$ cat config.mk
export PLATFORM = sky130hd
export DESIGN_NAME = pe_relay_hs
export DESIGN_NICKNAME = d
export VERILOG_FILES = /design/src/rtl/pe_relay_pkg.sv /design/src/rtl/pe_relay_chan.sv /design/src/rtl/pe_relay_hs.sv
export SDC_FILE = /design/constraint.sdc
export NUM_CORES = 1
export LEC_CHECK = 0
export ABC_AREA = 1
export CAP_MARGIN = 10
export CORE_AREA = 2 2 437 439
export CTS_CLUSTER_SIZE = 40
export DETAILED_ROUTE_END_ITERATION = 8
export DIE_AREA = 0 0 439 441
export GPL_TIMING_DRIVEN = 0
export SLEW_MARGIN = 20
export SYNTH_ARGS = -nofsm -noshare
export SYNTH_HDL_FRONTEND = slang
export SYNTH_HIERARCHICAL = 1
export SYNTH_SLANG_ARGS = --single-unit
$ cat constraint.sdc
create_clock -name clk -period 19.65 [get_ports clk]
set_input_delay 3.93 -clock clk [delete_from_list [all_inputs] [get_ports clk]]
set_output_delay 3.93 -clock clk [all_outputs]
set_load 0.05 [all_outputs]
$ cat src/rtl/pe_relay_pkg.sv
// Shared constants for the four-direction elastic relay tile.
// Direction indices select bits of every per-channel vector.
package pe_relay_pkg;
  localparam int DIR_EAST      = 0;
  localparam int DIR_WEST      = 1;
  localparam int DIR_NORTH     = 2;
  localparam int DIR_SOUTH     = 3;
  localparam int NUM_DIR       = 4;
  localparam int CNT_WIDTH_DEF = 16;
endpackage

$ cat src/rtl/pe_relay_chan.sv
// One elastic relay channel: DEPTH-entry FIFO with valid/ready on both sides.
// PE_RELAY_STATS_EN adds a saturating pop counter on xfer_count.
module pe_relay_chan
  import pe_relay_pkg::*;
#(
  parameter int WIDTH     = 130,
  parameter int DEPTH     = 2,
  parameter int CNT_WIDTH = CNT_WIDTH_DEF
) (
  input  logic                 clk,
  input  logic                 reset,
  input  logic                 ap_start,
  input  logic                 en,
  input  logic [WIDTH-1:0]     in_data,
  input  logic                 in_valid,
  output logic                 in_ready,
  output logic [WIDTH-1:0]     out_data,
  output logic                 out_valid,
  input  logic                 out_ready,
  output logic [CNT_WIDTH-1:0] xfer_count
);
  localparam int ADDR = $clog2(DEPTH);
  localparam logic [ADDR:0] FULL_OCC = (ADDR+1)'(DEPTH);

  logic [WIDTH-1:0] mem [DEPTH];
  logic [ADDR-1:0]  wr_ptr;
  logic [ADDR-1:0]  rd_ptr;
  logic [ADDR:0]    occ;
  logic             full;
  logic             push;
  logic             pop;

  assign full      = (occ == FULL_OCC);
  assign in_ready  = ap_start & en & ~full & ~reset;
  assign out_valid = en & (occ != '0);
  assign out_data  = mem[rd_ptr];
  assign push      = in_valid & in_ready;
  assign pop       = out_valid & out_ready;

  // Disabling the channel discards everything in flight.
  always_ff @(posedge clk) begin
    if (reset || !en) begin
      wr_ptr <= '0;
      rd_ptr <= '0;
      occ    <= '0;
    end else begin
      if (push) wr_ptr <= wr_ptr + 1'b1;
      if (pop)  rd_ptr <= rd_ptr + 1'b1;
      unique case ({push, pop})
        2'b10:   occ <= occ + 1'b1;
        2'b01:   occ <= occ - 1'b1;
        default: occ <= occ;
      endcase
    end
  end

  always_ff @(posedge clk) begin
    if (push) mem[wr_ptr] <= in_data;
  end

`ifdef PE_RELAY_STATS_EN
  logic [CNT_WIDTH-1:0] cnt;

  always_ff @(posedge clk) begin
    if (reset)
      cnt <= '0;
    else if (pop && cnt != '1)
      cnt <= cnt + 1'b1;
  end

  assign xfer_count = cnt;
`else
  assign xfer_count = '0;
`endif
endmodule

$ cat src/rtl/pe_relay_hs.sv
// Mesh relay PE: four independent elastic pass-through channels.
// Optional statistics counters are enabled with PE_RELAY_STATS_EN.
module pe_relay_hs
  import pe_relay_pkg::*;
#(
  parameter int EAST_WIDTH  = 130,
  parameter int WEST_WIDTH  = 130,
  parameter int NORTH_WIDTH = 130,
  parameter int SOUTH_WIDTH = 130,
  parameter int DEPTH       = 2,
  parameter int CNT_WIDTH   = CNT_WIDTH_DEF
) (
  input  logic                         clk,
  input  logic                         reset,
  input  logic                         ap_start,
  input  logic [NUM_DIR-1:0]           chan_en,
  input  logic [EAST_WIDTH-1:0]        in_from_east,
  input  logic [WEST_WIDTH-1:0]        in_from_west,
  input  logic [NORTH_WIDTH-1:0]       in_from_north,
  input  logic [SOUTH_WIDTH-1:0]       in_from_south,
  input  logic [NUM_DIR-1:0]           in_valid,
  output logic [NUM_DIR-1:0]           in_ready,
  output logic [EAST_WIDTH-1:0]        out_to_east,
  output logic [WEST_WIDTH-1:0]        out_to_west,
  output logic [NORTH_WIDTH-1:0]       out_to_north,
  output logic [SOUTH_WIDTH-1:0]       out_to_south,
  output logic [NUM_DIR-1:0]           out_valid,
  input  logic [NUM_DIR-1:0]           out_ready,
  output logic [NUM_DIR*CNT_WIDTH-1:0] xfer_count
);
  pe_relay_chan #(
    .WIDTH(EAST_WIDTH), .DEPTH(DEPTH), .CNT_WIDTH(CNT_WIDTH)
  ) u_east (
    .clk       (clk),
    .reset     (reset),
    .ap_start  (ap_start),
    .en        (chan_en[DIR_EAST]),
    .in_data   (in_from_east),
    .in_valid  (in_valid[DIR_EAST]),
    .in_ready  (in_ready[DIR_EAST]),
    .out_data  (out_to_east),
    .out_valid (out_valid[DIR_EAST]),
    .out_ready (out_ready[DIR_EAST]),
    .xfer_count(xfer_count[DIR_EAST*CNT_WIDTH +: CNT_WIDTH])
  );

  pe_relay_chan #(
    .WIDTH(WEST_WIDTH), .DEPTH(DEPTH), .CNT_WIDTH(CNT_WIDTH)
  ) u_west (
    .clk       (clk),
    .reset     (reset),
    .ap_start  (ap_start),
    .en        (chan_en[DIR_WEST]),
    .in_data   (in_from_west),
    .in_valid  (in_valid[DIR_WEST]),
    .in_ready  (in_ready[DIR_WEST]),
    .out_data  (out_to_west),
    .out_valid (out_valid[DIR_WEST]),
    .out_ready (out_ready[DIR_WEST]),
    .xfer_count(xfer_count[DIR_WEST*CNT_WIDTH +: CNT_WIDTH])
  );

  pe_relay_chan #(
    .WIDTH(NORTH_WIDTH), .DEPTH(DEPTH), .CNT_WIDTH(CNT_WIDTH)
  ) u_north (
    .clk       (clk),
    .reset     (reset),
    .ap_start  (ap_start),
    .en        (chan_en[DIR_NORTH]),
    .in_data   (in_from_north),
    .in_valid  (in_valid[DIR_NORTH]),
    .in_ready  (in_ready[DIR_NORTH]),
    .out_data  (out_to_north),
    .out_valid (out_valid[DIR_NORTH]),
    .out_ready (out_ready[DIR_NORTH]),
    .xfer_count(xfer_count[DIR_NORTH*CNT_WIDTH +: CNT_WIDTH])
  );

  pe_relay_chan #(
    .WIDTH(SOUTH_WIDTH), .DEPTH(DEPTH), .CNT_WIDTH(CNT_WIDTH)
  ) u_south (
    .clk       (clk),
    .reset     (reset),
    .ap_start  (ap_start),
    .en        (chan_en[DIR_SOUTH]),
    .in_data   (in_from_south),
    .in_valid  (in_valid[DIR_SOUTH]),
    .in_ready  (in_ready[DIR_SOUTH]),
    .out_data  (out_to_south),
    .out_valid (out_valid[DIR_SOUTH]),
    .out_ready (out_ready[DIR_SOUTH]),
    .xfer_count(xfer_count[DIR_SOUTH*CNT_WIDTH +: CNT_WIDTH])
  );
endmodule

# Word-level counts from Yosys, hierarchy flattened

Memory sizes are Yosys's and may differ from the RTL's. A register that Yosys moved wholly into a read port is not among the register bits.
Cells that the tools add are included.

Register bits: 16
Bits in latches: 0
RAM bits: 1040
Memory bits (read-only): 0
Input bits: 535
Logic and storage cells: 109
Memories kept: 4

Add/sub/neg operators: 16
Multiply operators: 0
Div/mod/pow operators: 0
Magnitude comparators: 0
Eq/ne operators: 12
Shift-type cells: 0
Muxes and demuxes: 20
Bitwise operators: 29
Reduce and logical (&&, ||, !) cells: 16

Memory list:

| name        | depth | bits a word | read ports | clocked after memory_dff | write ports | line                | source |
|---|---|---|---|---|---|---|---|
| u_east.mem  | 2     | 130         | 1          | 1                        | 1           | pe_relay_chan.sv:25 | `logic [WIDTH-1:0] mem [DEPTH];` |
| u_north.mem | 2     | 130         | 1          | 1                        | 1           | pe_relay_chan.sv:25 |  |
| u_south.mem | 2     | 130         | 1          | 1                        | 1           | pe_relay_chan.sv:25 |  |
| u_west.mem  | 2     | 130         | 1          | 1                        | 1           | pe_relay_chan.sv:25 |  |

Operator list:

| kind                                                                  | count |
|---|---|
| 1-bit AND                                                             | 24 |
| 2-bit equality test, second input constant                            | 8 |
| 1-bit 2-to-1 mux                                                      | 16 |
| 2-bit one-hot mux with 2 select lines                                 | 4 |
| 2-bit nonzero test                                                    | 8 |
| 1-bit adder, second input constant                                    | 8 |
| 2-bit by 1-bit adder with 2-bit output, second input constant         | 4 |
| 2-bit by 1-bit equality test with 1-bit output, second input constant | 4 |
| 2-bit by 1-bit subtractor with 2-bit output, second input constant    | 4 |
| 1-bit NOT                                                             | 5 |
| 1-bit logical NOT                                                     | 4 |
| 1-bit logical OR                                                      | 4 |

# Longest topological paths before layout

Gate-level depths: netlist of the first run.

Depth in word-level cells: 7
Gate-level depth with buffers: 9
Gate-level depth less buffers: 9

# Cells and area by module

Netlist of the first run, hierarchy kept.

Modules (own cells, without submodules):

| module        | times used | cells each | area each (µm²) | seq. area each (µm²) |
|---|---|---|---|---|
| pe_relay_chan | 4          | 461        | 9786.9          | 7907.6 |

# Worst setup path before layout of the first run

No wires, ideal clock.

Path kind: input port to flip-flop
Start: input reset
End: memory u_north.mem[0][0], enable pin
Library setup time: 621 ps
Arrival: 10380 ps
Path slack: 8648 ps
Stages: 5
Path buffers: 0
Path through: inv_1 nand3_1 nor2_1 nand2_1 nor2_1

Longest elaborated chain between the ends: 5

Ends and longest elaborated chain:

| item                                   | line                | source |
|---|---|---|
| start, declared                        | pe_relay_hs.sv:14   | `input logic reset,` |
| 1-bit NOT                              | pe_relay_chan.sv:34 | `assign in_ready = ap_start & en & ~full & ~reset;` |
| 1-bit AND                              | pe_relay_chan.sv:34 |  |
| via in_ready[2]                        | pe_relay_hs.sv:22   | `output logic [NUM_DIR-1:0] in_ready,` |
| 1-bit AND                              | pe_relay_chan.sv:37 | `assign push = in_valid & in_ready;` |
| 1-bit 2-to-1 mux                       | pe_relay_chan.sv:58 | `if (push) mem[wr_ptr] <= in_data;` |
| 1-bit 2-to-1 mux (not written as such) | pe_relay_chan.sv:58 |  |
| end, declared                          | pe_relay_chan.sv:25 |  |

The timed path passes the listed nets, and every way through them passes these cells.

# Final worst setup path of the first run

Start: input ap_start
End: output in_ready[1]

Longest elaborated chain between the ends: 3

Ends and longest elaborated chain:

| item                   | line                | source |
|---|---|---|
| start, declared        | pe_relay_hs.sv:15   | `input logic ap_start,` |
| 1-bit AND (3 in a row) | pe_relay_chan.sv:34 |  |
| end, declared          | pe_relay_hs.sv:22   |  |

No other way between the ends.

==> results of run 1 <==
flip-flops by register name, summed over array words and instances, names as in the netlist, named ones only:
register / cells
u_east/mem: 260
u_east/occ: 2
u_east/rd_ptr: 1
u_east/wr_ptr: 1
u_north/mem: 260
u_north/occ: 2
u_north/rd_ptr: 1
u_north/wr_ptr: 1
u_south/mem: 260
u_south/occ: 2
u_south/rd_ptr: 1
u_south/wr_ptr: 1
u_west/mem: 260
u_west/occ: 2
u_west/rd_ptr: 1
u_west/wr_ptr: 1
placed cells by master (no fill, tap or decap), types with 20 or more instances in the layout:
master              n
mux2_2            520
nand2_1            28
buf_4              68
buf_6              40
nor2_1             28
clkdlybuf4s50_1  1061
dfxtp_1            20
inv_1              32
conb_1             64
clkbuf_16         115
edfxtp_1         1040
clkinv_1           22
clkbuf_1           33
stage by stage:
stage	util	hold slack [ns]	worst slack (ns)	std cells	cell area, um^2
finish	0.303	0.513	9.52	5717	57400
CTS	0.303	0.514	9.38	5709	57400
global route	0.303	0.558	9.37	5713	57400
floorplan	-	0.459	8.65	1904	39400
detailed placement	0.285	0.499	9.39	5507	53900
global placement	0.281	0.484	3.37	5477	53100
cell type report:
cell class	count	area [um^2]
clock buffer	148	3000
sequential	1060	31600
fill	18500	132000
tap	2511	3140
clock inverter	54	464
buffer	120	1020
inverter	36	165
multi-input combinational	688	6620
timing repair buffer	1092	11300
antenna	8	20.0
per-layer routing:
layer,up-vias,global-route usage,share of wire
met5,-,0,0.00017
met3,163,0.0427,0.082
li1,9658,-,-
met2,817,0.210,0.51
met4,4,0.0405,0.023
met1,10800,0.136,0.38
worst register-to-register path: stages, from the launching register on:
cell     delay, ns
dfxtp_1       0.32
inv_1         0.07
nor2_1        0.04
nor2_1        0.22
nand2_1       0.17
nor2_4        0.43
buf_12        0.27
buf_12        0.23
buf_12        0.22
buf_12        0.21
buf_16        0.20
cells by family after synthesis:
group,count (synthesis),share of synthesized area
flip-flops,1060,0.808
multiplexers,520,0.150
buffers and inverters,156,0.0295
AND/OR/NAND/NOR,80,0.00857
AO/OA/AOI/OAI,20,0.00268
adder cells (fa/ha/maj),4,0.00128
other,4,0.000383
final timing paths:
check	start	to	slack, ns	depth (start not counted)
worst max-delay path	ap_start	in_ready[1]	9.52	4
worst min-delay path	u_east/occ[1]	u_east/occ[1]	0.51	2
worst max register to register	u_east/occ[1]	u_east/mem[0][52]	16.97	10
worst min register to register	u_east/occ[1]	u_east/occ[1]	0.51	2
power groups by stage:
stage	Clock, W	Sequential, W	Combinational [W]
CTS	0.00208	0.00251	0.000329
finish	0.00201	0.00251	0.000328
global route	0.00216	0.00251	0.000343
floorplan	0	0.00256	0.000138
global placement	0	0.00257	0.000314
detailed placement	0	0.00256	0.000327
==> flow_metrics.env, run 1 <==
export IMPL_status="finished clean"
export IMPL_synth_top_area_cell="edfxtp_1"
export IMPL_powerDensity_nw_per_um2=84.5
export IMPL_cts_resized=0
export IMPL_setup_violations_final=0
export IMPL_grt_pass1_wl_um=166000
export IMPL_cts_setup_buffers=0
export IMPL_num_rows=160
export IMPL_power_w=0.00485
export IMPL_seqPwrFrac=0.518
export IMPL_synthDistinctLibCells=17
export IMPL_drt_iter0_drc=1272
export IMPL_fmax_mhz=98.7
export IMPL_yosysWarnings=6
export IMPL_power_leakage_nw=18.8
export IMPL_ys_seq_elements=1060
export IMPL_async_flop_share=0
export IMPL_comb_power_share=0.068
export IMPL_htree_levels=3
export IMPL_required_ns=15.72
export IMPL_synthTopCellsByArea="edfxtp_1 (80%), mux2_2 (15%), buf_4 (1.3%)"
export IMPL_p_switching_w=0.00106
export IMPL_clock_sinks=1060
export IMPL_initial_core_util=0.207
export IMPL_wl_per_cell_um=21.5
export IMPL_clock_latency_ns=0.74
export IMPL_worstMarginPinSlew_ns=0.921
export IMPL_cap_viol_max_count=0
export IMPL_cts_hold_buf=0
export IMPL_crit_chain="clkdlybuf4s50_1 -> nand3_1 -> nor2_1 -> clkdlybuf4s50_1"
export IMPL_wl_um=123000
export IMPL_dieArea_um2=194000
export IMPL_cts_tree="built"
export IMPL_cts_made_buffers=113
export IMPL_end_kind="primary output"
export IMPL_drive_above_1_share=0.260
export IMPL_hp_class="reg -> reg"
export IMPL_gp_congestion=0.818
export IMPL_track_usage=0.121
export IMPL_rsz0062_at_grt="no"
export IMPL_synth_main_ff_cell="edfxtp_1"
export IMPL_power_internal_w=0.00379
export IMPL_post_dp_hpwl_um=94000
export IMPL_cp_top_family="buffers and inverters"
export IMPL_cp_max_fo=4
export IMPL_min_period_over_period=0.516
export IMPL_dr_pass1_iters=5
export IMPL_hold_viol_final=0
export IMPL_syn_inst=1844
export IMPL_crit_slowest_cell="clkdlybuf4s50_1"
export IMPL_sw_frac_of_total=0.219
export IMPL_root_buffer="clkbuf_16"
export IMPL_max_vdd_ir_drop_v=0.0000729
export IMPL_clk_pin_slew_worst_paths_ns=0.06
export IMPL_dieWidth_um=439
export IMPL_grt_antenna_before_repair=20
export IMPL_path_class="in -> out"
export IMPL_final_min_clock_period_ns=10.13
export IMPL_grt_pass1_vias=21800
export IMPL_startpoint_type="input port"
export IMPL_pwr_share_clk=0.415
export IMPL_final_antenna_net_count=0
export IMPL_critical_path_max_stage_delay_ns=0.93
export IMPL_globalRoute_totalOverflow=0
export IMPL_slew_viol_final=0
export IMPL_cp_num_buf_inv=2
export IMPL_synth_cell_area_um2=39100
export IMPL_crit_top_cell="clkdlybuf4s50_1"
export IMPL_cts_buffer_depth=3
export IMPL_fp_dieH_um=441
export IMPL_max_slew_margin=0.384
export IMPL_route_vias_total=21500
export IMPL_area_delta_synth_final_pct=46.6
export IMPL_synth_top_area_share=0.798
export IMPL_avgViaCountPerCell=3.76
export IMPL_ios=1127
export IMPL_yosys_top_cells_count="edfxtp_1 (1040), mux2_2 (520), buf_4 (68)"
export IMPL_skew_ns=0.0351
export IMPL_tns_ns=0
export IMPL_cp_arrival_ns=6.20
export IMPL_nNetsFinal=3650
export IMPL_grt_max_degree=86
export IMPL_seq_area_frac_synth=0.808
export IMPL_core_area_um2=189000
export IMPL_drcViolationCount=0
export IMPL_synth_edf_count=1040
export IMPL_synth_avg_cell_area_um2=21.2
export IMPL_portBuffers=1062
export IMPL_synth_most_common_cell="edfxtp_1"
No activity file was read; power rests on OpenSTA's default activity.
==> run 2: changes to the inputs <==
==> constraint.sdc (replaced) <==
create_clock -name clk -period 8.5 [get_ports clk]
set_input_delay 1.7 -clock clk [delete_from_list [all_inputs] [get_ports clk]]
set_output_delay 1.7 -clock clk [all_outputs]
set_load 0.05 [all_outputs]
==> flow_metrics.env, run 2 (same netlist as run 1, synthesis figures left out) <==
export IMPL_skew_ns=0.0755
export IMPL_min_period_over_period=0.660
export IMPL_post_dp_hpwl_um=105000
export IMPL_status="finished clean"
export IMPL_power_leakage_nw=18.9
export IMPL_fp_dieH_um=441
export IMPL_clock_sinks=1060
export IMPL_drcViolationCount=0
export IMPL_comb_power_share=0.067
export IMPL_drt_iter0_drc=1701
export IMPL_power_w=0.0115
export IMPL_grt_pass1_vias=22100
export IMPL_htree_levels=3
export IMPL_ios=1127
export IMPL_worstMarginPinSlew_ns=0.976
export IMPL_cts_setup_buffers=0
export IMPL_clock_latency_ns=0.76
export IMPL_hp_class="reg -> reg"
export IMPL_powerDensity_nw_per_um2=199
export IMPL_cts_tree="built"
export IMPL_route_vias_total=21800
export IMPL_max_slew_margin=0.347
export IMPL_seqPwrFrac=0.505
export IMPL_p_switching_w=0.00257
export IMPL_dieWidth_um=439
export IMPL_wl_per_cell_um=23.5
export IMPL_grt_pass1_wl_um=176000
export IMPL_core_area_um2=189000
export IMPL_end_kind="primary output"
export IMPL_dr_pass1_iters=7
export IMPL_cp_arrival_ns=3.91
export IMPL_cp_max_fo=4
export IMPL_pre_cts_ws_ns=2.76
export IMPL_nNetsFinal=3656
export IMPL_dieArea_um2=194000
export IMPL_cts_buffer_depth=3
export IMPL_cts_made_buffers=118
export IMPL_final_common_cell="clkdlybuf4s50_1"
export IMPL_track_usage=0.131
export IMPL_grt_antenna_before_repair=51
export IMPL_finish_utilization=0.305
export IMPL_gp_congestion=0.900
export IMPL_startpoint_type="input port"
export IMPL_wl_um=135000
export IMPL_pwr_share_clk=0.428
export IMPL_sw_frac_of_total=0.223
export IMPL_fmax_mhz=178
export IMPL_cap_viol_max_count=0
export IMPL_drive_above_1_share=0.263
export IMPL_portBuffers=1062
export IMPL_clk_pin_slew_worst_paths_ns=0.06
export IMPL_slew_viol_final=0
export IMPL_path_class="in -> out"
export IMPL_globalRoute_totalOverflow=0
export IMPL_hold_viol_final=0
export IMPL_area_delta_synth_final_pct=47.4
export IMPL_num_rows=160
export IMPL_rsz0062_at_grt="no"
export IMPL_max_vdd_ir_drop_v=0.000176
export IMPL_setup_violations_final=0
export IMPL_tns_ns=0
export IMPL_final_antenna_net_count=0
export IMPL_grt_max_degree=90
export IMPL_layout_setup_ws_ns=2.89
export IMPL_placed_area_um2=53900
export IMPL_required_ns=6.80
export IMPL_cts_resized=0
export IMPL_layout_common_cells="clkdlybuf4s50_1 (1062), edfxtp_1 (1040), mux2_2 (520), clkbuf_16 (118), buf_4 (68)"
export IMPL_initial_core_util=0.207
export IMPL_cts_hold_buf=0
export IMPL_final_min_clock_period_ns=5.61
export IMPL_fin_area_um2=57700
export IMPL_avgViaCountPerCell=3.79
export IMPL_root_buffer="clkbuf_16"
export IMPL_power_internal_w=0.00893
-- run 2: area by class of cell --
type | instances | area, um^2
diodes | 17 | 42.5
plain buffers | 120 | 1020
clock buffers | 145 | 3050
clock inverters | 71 | 677
fillers | 18500 | 131000
inverters | 36 | 165
multi-input cells | 688 | 6620
flip-flops and latches | 1060 | 31600
well taps | 2511 | 3140
repair buffers | 1093 | 11400
-- run 2: power by group through the flow --
stage          sequential (W)  combinational [W]  clock [W]
6_report              0.00580           0.000771    0.00492
4_1_cts               0.00580           0.000773    0.00507
3_5_place_dp          0.00591           0.000769          0
5_1_grt               0.00581           0.000804    0.00526
2_1_floorplan         0.00592           0.000320          0
3_3_place_gp          0.00592           0.000739          0
-- run 2: per-layer routing --
metal,GRT usage,share of wire,vias up
met2,0.221,0.50,938
met4,0.0461,0.029,18
li1,-,-,9693
met5,0,0.00085,-
met3,0.0542,0.10,220
met1,0.150,0.37,10900
-- run 2: worst max-delay path: stages --
cell and delay, ns:
clkdlybuf4s50_1 0.86, nand3_1 0.15, nor2_1 0.24, clkdlybuf4s50_1 0.95
-- run 2: path summary, 6_finish.rpt --
check / from / to / slack [ns] / depth (start not counted)
worst max-delay path: ap_start / in_ready[3] / 2.89 / 4
worst min-delay path: u_east/occ[1] / u_east/occ[1] / 0.51 / 2
worst max register to register: u_south/occ[1] / u_south/mem[0][114] / 5.97 / 10
worst min register to register: u_east/occ[1] / u_east/occ[1] / 0.51 / 2
-- run 2: per-stage QoR --
stage | hold slack [ns] | cells
2_1_floorplan | 0.459 | 1904
5_1_grt | 0.530 | 5732
4_1_cts | 0.514 | 5724
3_3_place_gp | 0.484 | 5477
3_5_place_dp | 0.500 | 5508
6_report | 0.505 | 5741
